`src/rtl/xadc_pkg.sv`:
```
// Shared definitions for the multi-channel XADC sampler.
//   RES_W      : width of one XADC conversion result
//   CH_W       : width of the channel index carried with each output sample
//   CHAN_W     : width of the XADC channel number
//   DRP_AW     : width of the DRP address
//   xadc_state_t : sequencing FSM states
//   drp_status_addr() : DRP address of the status register for an XADC channel
package xadc_pkg;

    localparam int unsigned RES_W  = 12;
    localparam int unsigned CH_W   = 4;
    localparam int unsigned CHAN_W = 5;
    localparam int unsigned DRP_AW = 7;

    // Status register of VAUX0; auxiliary status registers follow contiguously.
    localparam logic [DRP_AW-1:0] DRP_ADDR_VAUX0 = 7'h10;
    localparam logic [CHAN_W-1:0] XADC_CH_VAUX0  = 5'd16;

    typedef enum logic [2:0] {
        IDLE,
        ISSUE,
        WAIT,
        ACCUM,
        EMIT
    } xadc_state_t;

    // Status registers are laid out at the channel number itself, so the
    // VAUX offset and the channel offset cancel.
    function automatic logic [DRP_AW-1:0] drp_status_addr(input logic [CHAN_W-1:0] ch);
        return DRP_ADDR_VAUX0 + {2'b00, ch - XADC_CH_VAUX0};
    endfunction

endpackage

```
`src/rtl/xadc_multi_sampler_if.sv`:
```
// DRP and sample-stream bundle between the XADC wrapper, the sampler and the
// data consumer.
//   eoc_i, channel_i      : end-of-conversion strobe and its channel number
//   den_o, daddr_o        : DRP read request
//   drdy_i, do_i          : DRP read response
//   sample_o, sample_ch_o : averaged result and channel index
//   sample_valid_o        : one-cycle strobe qualifying the sample
// Modports: master = sampler side, slave = XADC wrapper / consumer side.
interface xadc_multi_sampler_if;
    import xadc_pkg::*;

    logic                eoc_i;
    logic [CHAN_W-1:0]   channel_i;
    logic                den_o;
    logic [DRP_AW-1:0]   daddr_o;
    logic                drdy_i;
    logic [15:0]         do_i;
    logic [RES_W-1:0]    sample_o;
    logic [CH_W-1:0]     sample_ch_o;
    logic                sample_valid_o;

    modport master (
        input  eoc_i, channel_i, drdy_i, do_i,
        output den_o, daddr_o, sample_o, sample_ch_o, sample_valid_o
    );

    modport slave (
        output eoc_i, channel_i, drdy_i, do_i,
        input  den_o, daddr_o, sample_o, sample_ch_o, sample_valid_o
    );

endinterface

```
`src/rtl/xadc_chan_avg.sv`:
```
// Per-channel accumulator and sample counter array.
//   clk_i, reset_i : clock, synchronous active-high reset
//   idx_i          : channel slot addressed this cycle
//   sample_i       : new conversion result
//   add_i          : add sample_i into slot idx_i and advance its counter
//   clear_i        : zero the accumulator of slot idx_i
//   sum_o          : accumulator of slot idx_i plus sample_i
//   done_o         : slot idx_i holds 2^AVG_LOG2-1 samples, so add_i completes a set
module xadc_chan_avg
    import xadc_pkg::*;
#(
    parameter int unsigned NUM_CH   = 4,
    parameter int unsigned AVG_LOG2 = 2,
    localparam int unsigned IDX_W   = (NUM_CH > 1) ? $clog2(NUM_CH) : 1,
    localparam int unsigned ACC_W   = RES_W + AVG_LOG2
) (
    input  logic             clk_i,
    input  logic             reset_i,
    input  logic [IDX_W-1:0] idx_i,
    input  logic [RES_W-1:0] sample_i,
    input  logic             add_i,
    input  logic             clear_i,
    output logic [ACC_W-1:0] sum_o,
    output logic             done_o
);

    // A zero-width counter is not legal; with no averaging the single bit
    // stays at zero because every add completes a set.
    localparam int unsigned      CNT_W    = (AVG_LOG2 > 0) ? AVG_LOG2 : 1;
    localparam logic [CNT_W-1:0] CNT_LAST = CNT_W'((1 << AVG_LOG2) - 1);

    logic [ACC_W-1:0] acc_q [NUM_CH];
    logic [CNT_W-1:0] cnt_q [NUM_CH];

    assign sum_o  = acc_q[idx_i] + ACC_W'(sample_i);
    assign done_o = (cnt_q[idx_i] == CNT_LAST);

    always_ff @(posedge clk_i) begin
        if (reset_i) begin
            for (int i = 0; i < NUM_CH; i++) begin
                acc_q[i] <= '0;
                cnt_q[i] <= '0;
            end
        end else if (add_i) begin
            acc_q[idx_i] <= sum_o;
            cnt_q[idx_i] <= done_o ? '0 : cnt_q[idx_i] + CNT_W'(1);
        end else if (clear_i) begin
            acc_q[idx_i] <= '0;
        end
    end

endmodule

```
`src/rtl/xadc_multi_sampler.sv`:
```
// Multi-channel XADC DRP sampler: on each end-of-conversion for a serviced
// auxiliary channel, reads the channel's status register over DRP, averages
// 2^AVG_LOG2 results per channel and emits a tagged sample.
//   CLK100MHZ  : block clock, same as the XADC dclk_in
//   reset_i    : synchronous active-high reset
//   bus        : xadc_multi_sampler_if.master (eoc/channel in, DRP, sample stream)
//   busy_o     : FSM not idle
//   timeout_o  : sticky, a DRP read got no drdy within TIMEOUT cycles
//   overrun_o  : sticky, eoc arrived while busy and was dropped
//   thresh_i, alarm_o : present only with XADC_SAMPLER_THRESH_EN defined;
//                       alarm_o[ch] latches when an emitted sample exceeds thresh_i
module xadc_multi_sampler
    import xadc_pkg::*;
#(
    parameter int unsigned        NUM_CH   = 4,
    parameter logic [CHAN_W-1:0]  FIRST_CH = 5'd22,
    parameter int unsigned        AVG_LOG2 = 2,
    parameter int unsigned        TIMEOUT  = 64
) (
    input  logic                  CLK100MHZ,
    input  logic                  reset_i,
    xadc_multi_sampler_if.master  bus,
    output logic                  busy_o,
    output logic                  timeout_o,
    output logic                  overrun_o
`ifdef XADC_SAMPLER_THRESH_EN
   ,input  logic [RES_W-1:0]      thresh_i,
    output logic [NUM_CH-1:0]     alarm_o
`endif
);

    localparam int unsigned     IDX_W   = (NUM_CH > 1) ? $clog2(NUM_CH) : 1;
    localparam int unsigned     ACC_W   = RES_W + AVG_LOG2;
    localparam int unsigned     TO_W    = (TIMEOUT > 1) ? $clog2(TIMEOUT) : 1;
    localparam logic [TO_W-1:0] TO_LAST = TO_W'(TIMEOUT - 1);
    // One extra bit so FIRST_CH + NUM_CH past channel 31 still compares correctly.
    localparam logic [5:0]      FIRST_X = {1'b0, FIRST_CH};
    localparam logic [5:0]      NUM_X   = 6'(NUM_CH);

    xadc_state_t       state_q;
    logic [CH_W-1:0]   idx_q;
    logic [RES_W-1:0]  data_q;
    logic [TO_W-1:0]   wait_cnt_q;
    logic              den_q;
    logic [DRP_AW-1:0] daddr_q;
    logic [RES_W-1:0]  sample_q;
    logic [CH_W-1:0]   sample_ch_q;
    logic              valid_q;
    logic              busy_q;
    logic              timeout_q;
    logic              overrun_q;

    logic [5:0]        ch_off;
    logic              in_range;
    logic [ACC_W-1:0]  acc_sum;
    logic              acc_done;
    logic              unused_do;

    assign ch_off   = {1'b0, bus.channel_i} - FIRST_X;
    assign in_range = ({1'b0, bus.channel_i} >= FIRST_X) && (ch_off < NUM_X);
    // The low nibble of the status register carries no result bits.
    assign unused_do = ^bus.do_i[3:0];

    xadc_chan_avg #(
        .NUM_CH   (NUM_CH),
        .AVG_LOG2 (AVG_LOG2)
    ) u_chan_avg (
        .clk_i    (CLK100MHZ),
        .reset_i  (reset_i),
        .idx_i    (idx_q[IDX_W-1:0]),
        .sample_i (data_q),
        .add_i    (state_q == ACCUM),
        .clear_i  (state_q == EMIT),
        .sum_o    (acc_sum),
        .done_o   (acc_done)
    );

`ifdef XADC_SAMPLER_THRESH_EN
    logic [NUM_CH-1:0] alarm_q;
    assign alarm_o = alarm_q;
`endif

    // Outputs are registered alongside the state, so each strobe is high for
    // exactly the cycle its state is occupied.
    always_ff @(posedge CLK100MHZ) begin
        if (reset_i) begin
            state_q     <= IDLE;
            idx_q       <= '0;
            data_q      <= '0;
            wait_cnt_q  <= '0;
            den_q       <= 1'b0;
            daddr_q     <= '0;
            sample_q    <= '0;
            sample_ch_q <= '0;
            valid_q     <= 1'b0;
            busy_q      <= 1'b0;
            timeout_q   <= 1'b0;
            overrun_q   <= 1'b0;
`ifdef XADC_SAMPLER_THRESH_EN
            alarm_q     <= '0;
`endif
        end else begin
            den_q   <= 1'b0;
            valid_q <= 1'b0;
            if (bus.eoc_i && (state_q != IDLE)) begin
                overrun_q <= 1'b1;
            end
            case (state_q)
                IDLE: begin
                    if (bus.eoc_i && in_range) begin
                        idx_q   <= ch_off[CH_W-1:0];
                        daddr_q <= drp_status_addr(bus.channel_i);
                        den_q   <= 1'b1;
                        busy_q  <= 1'b1;
                        state_q <= ISSUE;
                    end
                end
                ISSUE: begin
                    wait_cnt_q <= '0;
                    state_q    <= WAIT;
                end
                WAIT: begin
                    if (bus.drdy_i) begin
                        data_q  <= bus.do_i[15:4];
                        state_q <= ACCUM;
                    end else if (wait_cnt_q == TO_LAST) begin
                        timeout_q <= 1'b1;
                        busy_q    <= 1'b0;
                        state_q   <= IDLE;
                    end else begin
                        wait_cnt_q <= wait_cnt_q + TO_W'(1);
                    end
                end
                ACCUM: begin
                    if (acc_done) begin
                        sample_q    <= RES_W'(acc_sum >> AVG_LOG2);
                        sample_ch_q <= idx_q;
                        valid_q     <= 1'b1;
                        state_q     <= EMIT;
                    end else begin
                        busy_q  <= 1'b0;
                        state_q <= IDLE;
                    end
                end
                EMIT: begin
`ifdef XADC_SAMPLER_THRESH_EN
                    if (sample_q > thresh_i) begin
                        alarm_q[idx_q[IDX_W-1:0]] <= 1'b1;
                    end
`endif
                    busy_q  <= 1'b0;
                    state_q <= IDLE;
                end
                default: begin
                    busy_q  <= 1'b0;
                    state_q <= IDLE;
                end
            endcase
        end
    end

    assign bus.den_o          = den_q;
    assign bus.daddr_o        = daddr_q;
    assign bus.sample_o       = sample_q;
    assign bus.sample_ch_o    = sample_ch_q;
    assign bus.sample_valid_o = valid_q;
    assign busy_o             = busy_q;
    assign timeout_o          = timeout_q;
    assign overrun_o          = overrun_q;

endmodule

```
`src/flat_wrapper.sv`:
```
// flat-port wrapper written by rule: the top's interface ports become plain ports
module xadc_multi_sampler_flat import xadc_pkg::*;
#(
    parameter int unsigned        NUM_CH   = 4,
    parameter logic [CHAN_W-1:0]  FIRST_CH = 5'd22,
    parameter int unsigned        AVG_LOG2 = 2,
    parameter int unsigned        TIMEOUT  = 64
)
  (CLK100MHZ, reset_i, busy_o, timeout_o, overrun_o, bus_eoc_i, bus_channel_i, bus_drdy_i, bus_do_i, bus_den_o, bus_daddr_o, bus_sample_o, bus_sample_ch_o, bus_sample_valid_o);
  xadc_multi_sampler_if bus_i ();
  input  logic CLK100MHZ;
  input  logic reset_i;
  output logic busy_o;
  output logic timeout_o;
  output logic overrun_o;
  input wire logic [$bits(bus_i.eoc_i)-1:0] bus_eoc_i;
  input wire logic [$bits(bus_i.channel_i)-1:0] bus_channel_i;
  input wire logic [$bits(bus_i.drdy_i)-1:0] bus_drdy_i;
  input wire logic [$bits(bus_i.do_i)-1:0] bus_do_i;
  output wire logic [$bits(bus_i.den_o)-1:0] bus_den_o;
  output wire logic [$bits(bus_i.daddr_o)-1:0] bus_daddr_o;
  output wire logic [$bits(bus_i.sample_o)-1:0] bus_sample_o;
  output wire logic [$bits(bus_i.sample_ch_o)-1:0] bus_sample_ch_o;
  output wire logic [$bits(bus_i.sample_valid_o)-1:0] bus_sample_valid_o;
  assign bus_i.eoc_i = bus_eoc_i;
  assign bus_i.channel_i = bus_channel_i;
  assign bus_i.drdy_i = bus_drdy_i;
  assign bus_i.do_i = bus_do_i;
  assign bus_den_o = bus_i.den_o;
  assign bus_daddr_o = bus_i.daddr_o;
  assign bus_sample_o = bus_i.sample_o;
  assign bus_sample_ch_o = bus_i.sample_ch_o;
  assign bus_sample_valid_o = bus_i.sample_valid_o;
  xadc_multi_sampler #(.NUM_CH(NUM_CH), .FIRST_CH(FIRST_CH), .AVG_LOG2(AVG_LOG2), .TIMEOUT(TIMEOUT)) u_core (.CLK100MHZ(CLK100MHZ), .reset_i(reset_i), .bus(bus_i), .busy_o(busy_o), .timeout_o(timeout_o), .overrun_o(overrun_o));
endmodule
```
`config.mk`:
```
export PLATFORM = sky130hd
export DESIGN_NAME = xadc_multi_sampler_flat
export DESIGN_NICKNAME = d
export VERILOG_FILES = /design/src/rtl/xadc_pkg.sv /design/src/rtl/xadc_multi_sampler_if.sv /design/src/rtl/xadc_chan_avg.sv /design/src/rtl/xadc_multi_sampler.sv /design/src/flat_wrapper.sv
export SDC_FILE = /design/constraint.sdc
export NUM_CORES = 1
export LEC_CHECK = 0
export CAP_MARGIN = 10
export CORE_MARGIN = 2
export CORE_UTILIZATION = 40
export CTS_BUF_LIST = sky130_fd_sc_hd__clkbuf_2
export DETAILED_ROUTE_END_ITERATION = 16
export PLACE_DENSITY_LB_ADDON = 0.2
export REMOVE_ABC_BUFFERS = 1
export SETUP_SLACK_MARGIN = 0.2
export SYNTH_ARGS = -nofsm -noshare
export SYNTH_HDL_FRONTEND = slang
export SYNTH_SLANG_ARGS = --single-unit
```
`constraint.sdc`:
```
create_clock -name CLK100MHZ -period 3.3 [get_ports CLK100MHZ]
set_input_delay 0.495 -clock CLK100MHZ [delete_from_list [all_inputs] [get_ports CLK100MHZ]]
set_output_delay 0.495 -clock CLK100MHZ [all_outputs]
set_load 0.01 [all_outputs]
```
==> impl_metrics.yaml <==
run_status:
  outcome: "completed"
detailed_routing:
  drt_first_pass_iters: 5
  routed-via-count: 4300
  drt-total-wl_um: 14000
  detail_route.vias_per_cell: 5.44
  wl_met3_um: 811
  wl_met2_um: 6710
  topRoutingLayerUsed: "met4"
  detail-route-antenna-nets: 0
  wirelength_met1_um: 6250
  post-route-drc-count: 0
  route.detailed.wl_per_inst_um: 17.8
  initialDrtViolationCount: 272
critical_path:
  cp.required_ns: 3.93
  timing.critical_path.cells: "buf_12 > mux4_2 > ha_1 > a21oi_4 > and3b_1 > a211o_1 > or4_1 > nand3_1"
  critical_path_class: "register to register"
  worst_path_largest_cell_delay_ns: 0.52
  worst_ep_arrival_time_ns: 3.59
  critical_path_peak_fanout: 16
  critPathCaptureType: "register"
  slowest_cell_on_the_critical_path: "sky130_fd_sc_hd__mux4_2"
  worstSetupStartpointType: "register"
die:
  floorplan.die.height_um: 123
  core_area_um2: 13800
  ios: 53
  chipWidth_um: 123
  start_util_pct: 40.6
  die_area_um2: 15000
  fp-row-count: 43
global_routing:
  grt_overflow_total: 0
  antenna_found_initial: 1
  gr-usage-all-layers_pct: 19.8
  vias_in_the_first_global_route: 4106
  grt_pass1_wl_um: 21700
  pin_count_of_the_biggest_net_entering_global_routing: 18
job:
  cap_violations: 0
synth:
  netlist-cell-type-count: 60
  postSynth.topFlopCell: "sky130_fd_sc_hd__edfxtp_1"
  synth_cells: 532
  synth.yosys.seq_area_share_pct: 53.1
  postSynth.asyncResetShare_pct: 0
  synthesis.yosys.warnings: 0
  synth.cell_area_um2: 5620
  avgSynthCellArea_um2: 10.6
  synth-seq-cells: 117
  synth_edf_count: 64
clock_network:
  clock_sinks: 117
  max-clock-path-buffers: 2
  clockRootBuffer: "sky130_fd_sc_hd__clkbuf_2"
  tritoncts: "done"
  clock_buffer_count_from_cts: 17
  clk-insertion-delay-late_ns: 0.69
  cts_h_tree_lvls: 4
  clk_pin_slew_ns: 0.16
sta:
  clock_skew_ns: 0.0279
  setup_total_negative_slack_ns: 0
  timing_worst_slew_pin_value_ns: 0.735
  grt_setup_unrepaired: "true"
  timing.final.crit_share_pct: 89.4
  fmax_mhz: 339
  report.final.hold_viol_count: 0
  report.final.setup_viol: 0
  min_period_ns: 2.95
  timing_max_transition_violations_final: 0
  slew_headroom_pct: 50.9
power_and_ir_drop:
  total_leakage_power_uw: 0.00243
  power_per_cell_area_nw_per_um2: 420
  power.ir.vdd_worst_v: 0.000253
layout:
  drive_gt1_share_pct: 13.6
  area_growth_from_synthesis_to_final_layout_pct: 18.3
  register_area_um2: 2980
  layout.core_utilization_pct: 48.1
  most_common_cell_after_layout_fill_and_taps_aside: "sky130_fd_sc_hd__nand2_1"
  multiInputGateArea_um2: 2440
  layout_common_cells: "sky130_fd_sc_hd__nand2_1 (71), sky130_fd_sc_hd__edfxtp_1 (64), sky130_fd_sc_hd__nor2_1 (56)"
  final.fill_count: 1297
  design.final.nets: 637
placement:
  numPortBuffers: 47
  gp_routability_congestion: 0.878
  detailedPlacementHpwl_um: 10000
worst_hold_path:
  worst_hold_path_type: "input port to register"
==> report_power, final <==
| group | total (µW) | switching (µW) | internal [µW] |
|---|---|---|---|
| Clock | 1020 | 535 | 484 |
| Sequential | 1580 | 15.3 | 1560 |
| Combinational | 195 | 111 | 84.0 |
| Total | 2790 | 661 | 2130 |
==> path summary, 6_finish.rpt <==
path / start / to / slack, ns / cells after the start
max reg2reg: register / u_core.bus.sample_o[10] / 0.35 / 8
max: register / u_core.bus.sample_o[10] / 0.35 / 8
min: bus_do_i[5] / u_core.data_q[1] / 0.33 / 3
min reg2reg: u_core.idx_q[2] / u_core.bus.sample_ch_o[2] / 0.46 / 2
==> worst max-delay path: cells and delay by family (launching register included) <==
| kind | cells | cell delay (ns) |
|---|---|---|
| flip-flops | 1 | 0.38 |
| multiplexers | 1 | 0.52 |
| adder cells (fa/ha/maj) | 1 | 0.43 |
| buffers and inverters | 1 | 0.19 |
| AO/OA/AOI/OAI | 2 | 0.57 |
| AND/OR/NAND/NOR | 3 | 0.81 |
==> through the flow <==
step	instance area [µm²]	hold WS, ns	setup WS (ns)	cells	total power, µW
final	6650	0.330	0.349	790	2790
after global routing	6650	0.262	0.200	790	2920
after CTS	6630	0.256	0.231	788	2820
after detailed placement	6370	0.444	0.208	756	1800
after global placement	6370	0.441	0.253	756	1800
after floorplan	5480	0.421	0.108	505	1710
==> synth_stat cells, drive strengths merged, types with 2 or more instances <==
cell     instances  area share [%]
mux2i           11             2.0
clkbuf          14            0.96
inv             16             1.1
nor4             2            0.22
a21oi           37             3.6
o31ai            2            0.27
ha              15             3.3
clkinv           2            0.13
a31o             2            0.31
xnor2            6            0.94
nor2            56             3.7
edfxtp          64              34
nand4            6            0.67
o21ai           15             1.3
nor3            20             1.9
or3              8            0.89
mux4            16             6.4
buf             13             1.5
o21bai           2            0.27
and2            11             1.2
a211oi           6            0.80
nand3           21             1.9
nand2b           7            0.78
and3b            2            0.31
o21a             2            0.27
nand2           71             4.7
or2              2            0.22
nor2b            3            0.33
dfxtp           53              19
a31oi            5            0.56
nand4b           3            0.47
o211ai           4            0.53
a2111oi          3            0.58
a21o             8             1.1
a211o            3            0.49
and3             9             1.1
==> state kept, by name, indices dropped and copies added (netlist names), named ones only <==
| signal | count |
|---|---|
| u_core.wait_cnt_q | 6 |
| u_core.bus.sample_valid_o | 1 |
| u_core.overrun_o | 1 |
| u_core.data_q | 12 |
| u_core.u_chan_avg.cnt_q | 8 |
| u_core.timeout_o | 1 |
| u_core.u_chan_avg.acc_q | 56 |
| u_core.bus.sample_ch_o | 4 |
| u_core.bus.den_o | 1 |
| u_core.bus.sample_o | 12 |
| u_core.busy_o | 1 |
| u_core.idx_q | 4 |
| u_core.bus.daddr_o | 5 |
| u_core.state_q | 3 |
==> metal layers <==
metal / vias up / global-route usage, %
li1: 2071 / -
met1: 2093 / 25.4
met2: 116 / 32.3
met3: 20 / 5.02
met4: 0 / 7.26
met5: - / 0
==> area by class of cell <==
| cell class | instances | share of cell area, % |
|---|---|---|
| Antenna cell | 1 | 0.0376 |
| Clock buffer | 18 | 1.35 |
| Tap cell | 180 | 3.39 |
| Timing Repair Buffer | 72 | 10.1 |
| Clock inverter | 14 | 2.50 |
| Inverter | 18 | 1.02 |
| Sequential cell | 117 | 44.9 |
| Multi-Input combinational cell | 370 | 36.8 |
==> cells by family after synthesis <==
family	count (synthesis)	synth area share (%)
AO/OA/AOI/OAI	95	11.1
buffers and inverters	45	3.70
flip-flops	117	53.1
other	1	0.0667
AND/OR/NAND/NOR	224	18.9
XOR/XNOR	6	0.935
multiplexers	28	8.57
adder cells (fa/ha/maj)	16	3.70
==> timing repair <==
| item | CTS | global route |
|---|---|---|
| pin swaps | 0 | 1 |
| setup endpoints to repair | 1 | 10 |
| hold buffers | 0 | 0 |
| buffers inserted | 0 | 1 |
| resized for setup | 1 | 2 |
No activity file was read; power rests on OpenSTA's default activity.
